===== config.mk =====
export PLATFORM = sky130hd
export DESIGN_NAME = fifo_wr_arbiter
export DESIGN_NICKNAME = d
export VERILOG_FILES = /design/src/rtl/fifo_arb_pkg.sv /design/src/rtl/rr_pick.sv /design/src/rtl/fifo_wr_arbiter.sv
export SDC_FILE = /design/constraint.sdc
export NUM_CORES = 1
export LEC_CHECK = 0
export ABC_AREA = 1
export CAP_MARGIN = 20
export CORE_ASPECT_RATIO = 0.8
export CORE_UTILIZATION = 30
export CTS_CLUSTER_SIZE = 14
export DETAILED_ROUTE_END_ITERATION = 8
export PLACE_DENSITY_LB_ADDON = 0.05
export SLEW_MARGIN = 20
export SYNTH_ARGS = -nofsm -noshare
export SYNTH_HDL_FRONTEND = slang
export SYNTH_HIERARCHICAL = 1
export SYNTH_SLANG_ARGS = --single-unit

===== constraint.sdc =====
create_clock -name clk -period 1.81 [get_ports clk]
set_input_delay 0.362 -clock clk [delete_from_list [all_inputs] [get_ports clk]]
set_output_delay 0.362 -clock clk [all_outputs]
set_load 0.05 [all_outputs]

===== src/rtl/fifo_arb_pkg.sv =====
// fifo_arb_pkg: shared types and constants for the FIFO write arbiter
package fifo_arb_pkg;
  typedef enum logic {ARB_IDLE, ARB_BURST} arb_state_t;
  localparam int STAT_W = 32;
endpackage


===== src/rtl/rr_pick.sv =====
// rr_pick: combinational round-robin search, first set request at or after ptr_i, wrapping to the lowest
module rr_pick #(
  parameter int N = 4
) (
  input  logic [N-1:0]         req_i,
  input  logic [$clog2(N)-1:0] ptr_i,
  output logic                 found_o,
  output logic [$clog2(N)-1:0] idx_o
);
  localparam int IW = $clog2(N);
  logic          hi;
  logic [IW-1:0] hi_idx, lo_idx;
  // lowest request overall (wrap case) and lowest request at or above the pointer
  always_comb begin
    hi = 1'b0;
    hi_idx = '0;
    lo_idx = '0;
    for (int j = N - 1; j >= 0; j--) begin
      if (req_i[j]) lo_idx = IW'(j);
      if (req_i[j] && IW'(j) >= ptr_i) begin
        hi = 1'b1;
        hi_idx = IW'(j);
      end
    end
  end
  assign found_o = |req_i;
  assign idx_o = hi ? hi_idx : lo_idx;
endmodule


===== src/rtl/fifo_wr_arbiter.sv =====
// fifo_wr_arbiter: round-robin burst arbiter sharing one FIFO write port; FIFO_ARB_STATS_EN adds beat/stall counters
module fifo_wr_arbiter
  import fifo_arb_pkg::*;
#(
  parameter int NREQ       = 4,
  parameter int DATA_WIDTH = 8,
  parameter int BURST_LEN  = 4
) (
  input  logic                       clk,
  input  logic                       rst_n,
  input  logic [NREQ-1:0]            req_valid,
  input  logic [NREQ*DATA_WIDTH-1:0] req_data,
  output logic [NREQ-1:0]            req_ready,
  input  logic                       fifo_full,
  output logic                       fifo_wren,
  output logic [DATA_WIDTH-1:0]      fifo_wdata,
  output logic                       grant_vld,
  output logic [$clog2(NREQ)-1:0]    grant_id
`ifdef FIFO_ARB_STATS_EN
  ,
  output logic [STAT_W-1:0]          stat_beats,
  output logic [STAT_W-1:0]          stat_stall
`endif
);
  localparam int IW = $clog2(NREQ);
  localparam int CW = $clog2(BURST_LEN + 1);
  arb_state_t    state_q, state_d;
  logic [IW-1:0] rr_ptr_q, rr_ptr_d, grant_id_q, grant_id_d, pick_idx;
  logic [CW-1:0] beat_cnt_q, beat_cnt_d;
  logic          pick_found, in_burst, g_valid, burst_end;

  rr_pick #(.N(NREQ)) u_pick (
    .req_i  (req_valid),
    .ptr_i  (rr_ptr_q),
    .found_o(pick_found),
    .idx_o  (pick_idx)
  );

  assign in_burst   = state_q == ARB_BURST;
  assign g_valid    = req_valid[grant_id_q];
  assign req_ready  = (in_burst && !fifo_full) ? NREQ'(1) << grant_id_q : '0;
  assign fifo_wren  = in_burst && g_valid && !fifo_full;
  assign fifo_wdata = req_data[grant_id_q*DATA_WIDTH +: DATA_WIDTH];
  assign grant_vld  = in_burst;
  assign grant_id   = grant_id_q;
  // a non-full cycle closes the burst on its last beat or when the grantee has nothing to send
  assign burst_end  = in_burst && !fifo_full && (!g_valid || beat_cnt_q == CW'(BURST_LEN - 1));

  // next state: grant from IDLE, count beats, release and rotate priority past the grantee
  always_comb begin
    state_d = state_q;
    rr_ptr_d = rr_ptr_q;
    grant_id_d = grant_id_q;
    beat_cnt_d = beat_cnt_q;
    if (!in_burst && pick_found) begin
      state_d = ARB_BURST;
      grant_id_d = pick_idx;
      beat_cnt_d = '0;
    end
    if (fifo_wren) beat_cnt_d = beat_cnt_q + 1'b1;
    if (burst_end) begin
      state_d = ARB_IDLE;
      rr_ptr_d = (grant_id_q == IW'(NREQ - 1)) ? '0 : grant_id_q + 1'b1;
    end
  end

  // arbiter state registers
  always_ff @(posedge clk or negedge rst_n) begin
    if (!rst_n) begin
      state_q <= ARB_IDLE;
      rr_ptr_q <= '0;
      grant_id_q <= '0;
      beat_cnt_q <= '0;
    end else begin
      state_q <= state_d;
      rr_ptr_q <= rr_ptr_d;
      grant_id_q <= grant_id_d;
      beat_cnt_q <= beat_cnt_d;
    end
  end

`ifdef FIFO_ARB_STATS_EN
  logic [STAT_W-1:0] beats_q, stall_q;
  // free-running counters of written beats and of grantee cycles blocked by a full FIFO
  always_ff @(posedge clk or negedge rst_n) begin
    if (!rst_n) begin
      beats_q <= '0;
      stall_q <= '0;
    end else begin
      if (fifo_wren) beats_q <= beats_q + 1'b1;
      if (in_burst && g_valid && fifo_full) stall_q <= stall_q + 1'b1;
    end
  end
  assign stat_beats = beats_q;
  assign stat_stall = stall_q;
`endif
endmodule


==> metrics.txt <==
PnR Total Power=3.71 mW; antenna-violating nets left=0; FP Rows=17; Synth cell types=21; Seq/Total Area, Yosys=22.6%; Max IR drop VDD=0.00107 V; Yosys reg bits=8; drt first pass iters=2; reg2reg setup slack=0.58 ns; Hold Path Class=in -> async; first-pass GRT wire length=4780 microns; vias per cell=4.64; Worst slew margin=74.6%; Setup CP Type=reg -> out; PwrDens=between 1500 and 2000 nW/um^2; f_max=565 MHz; critical path startpoint category=flip-flop; GP Congestion=0.735; clock skew=0.00782 ns; CTS max path bufs=2; starting density of the core=31.8%; WL per Instance=11.9 microns; peak fanout along the critical path=11; commonest non-fill, non-tap cell in the layout=clkdlybuf4s50_1; core area=2790 sq um; final net count=between 200 and 250; worst hold margin=0.411 ns; slowest library cell on the worst path=dfrtp_2; CTS sink cnt=8; clk_lat worst skew=about 0.24 ns; Routed WL=~2800 microns; Worst Tran Pin Value=0.379 ns; height of the die=50.6 microns; Final period util=a little over nine tenths; CTS Root Cell=clkbuf_8; syn avg cell area=6.62 sq um; R2R cell count=6; Final Setup Violations=0; GRT Total Usage=19.6%; cts bufs inserted=3; crit path cell chain=buf_4, o21ai_0, o22ai_4, buf_12; pins over their slew limit=0; largest net degree at the start of global routing=15; Worst Setup Slack post-DPL=-0.0143 ns; count of final hold-check violations=0; initial DRC count=26; layout cells sized above 1=31.3%; hpwl dp=2290 microns; die area=3180 sq um; # DRC=0; clock-pin slew on the worst setup and hold paths=0.05 ns; IO buf count=54; n_diodes=0; Syn Inst Count=134; leak pwr=0.826 nW; setup TNS=0 ns; reg-to-reg endpoint=rr_ptr_q[1]; CTS H-tree depth=1; most frequent cells in the layout=37 x clkdlybuf4s50_1, 23 x nor2_1, 21 x nand2_1; CTS tree=built; WP buf/inv=2; Die Wd=62.8 microns; Synth Cell Area=between 800 and 900 sq um; r2r startpoint=beat_cnt_q[0]; initial antenna violation count=0; min Tclk post-route=1.77 ns; CP top delay family=flip-flops; status=complete, no violations; CP Data Required Time=1.45 ns; Worst Path Arrival=1.41 ns; IO Pins=55; Layout area overhead=112%; GR Overflow Total=0; Synth Warn #=6; final worst slack=0.0404 ns; max cap viols=0; CP Capture Type=primary output; via count=1096; Post-Syn Nets=~180; CP max stage delay=0.42 ns; number of global-route vias before repair=approximately 1000; RSZ-0062 raised after global routing=yes
repair_timing:
action	in CTS	in global routing
hold buffers	0	0
endpoints found under the setup margin	3	7
gates cloned	0	1
resized for setup	4	7
setup buffers	0	2
cells in the mapped netlist, drive strengths merged:
master	number	area share, %
nor2	29	13
nand2	27	13
nand3	10	11
nor3	1	0.56
ha	6	8.5
o22ai	8	5.6
inv	18	7.9
o21ai	17	9.6
a21oi	4	2.3
dfrtp	8	23
buf	6	4.9
sequential cells by signal, summed over array words and instances (netlist names):
| name | flops |
|---|---|
| grant_id | 2 |
| beat_cnt_q | 3 |
| rr_ptr_q | 2 |
| grant_vld | 1 |
worst max-delay path by stage:
stage,startpoint,to,slack [ns],depth (start not counted)
floorplan,grant_id[0],fifo_wdata[7],-0.04,4
global placement,req_valid[0],fifo_wren,0.02,6
detailed placement,req_valid[0],fifo_wren,-0.01,6
CTS,grant_id[1],fifo_wdata[6],0.02,4
global route,grant_id[0],req_ready[0],-0.01,6
finish,grant_id[0],fifo_wdata[4],0.04,4
report_power, final:
group	leakage [nW]	switching (mW)	internal (mW)
Combinational	0.707	1.74	1.41
Sequential	0.0957	0.0685	0.264
Clock	0.0228	0.0772	0.153
Total	0.826	1.89	1.82
per-layer routing:
layer	share of wire, %	GRT usage, %	wire, microns
met5	0	0	0
met4	0.89	5.43	25
met3	5.0	5.91	140
met2	48	33.2	1340
met1	47	24.1	1310
layout make-up:
class,count,area (sq um)
sequential,8,203
timing repair buffer,66,802
fill,233,908
clock buffer,4,45.0
multi-input combinational,102,708
inverter,18,72.6
tap,38,47.5
cells by family after synthesis:
| kind of cell | after synthesis | share of synthesized area (%) |
|---|---|---|
| AOI/OAI and AO/OA | 29 | 17.5 |
| adders and majority gates | 6 | 8.46 |
| buffers and inverters | 24 | 12.8 |
| DFF | 8 | 22.6 |
| and+or+nand+nor | 67 | 38.6 |
per-stage QoR:
stage	area, sq um	instances	util [%]
final	1880	236	67.4
after global routing	1880	236	67.4
after CTS	1830	233	65.8
after detailed placement	1780	229	63.9
after global placement	1780	229	63.9
after floorplan	1020	134	-
(Power assumes the default switching activity.)
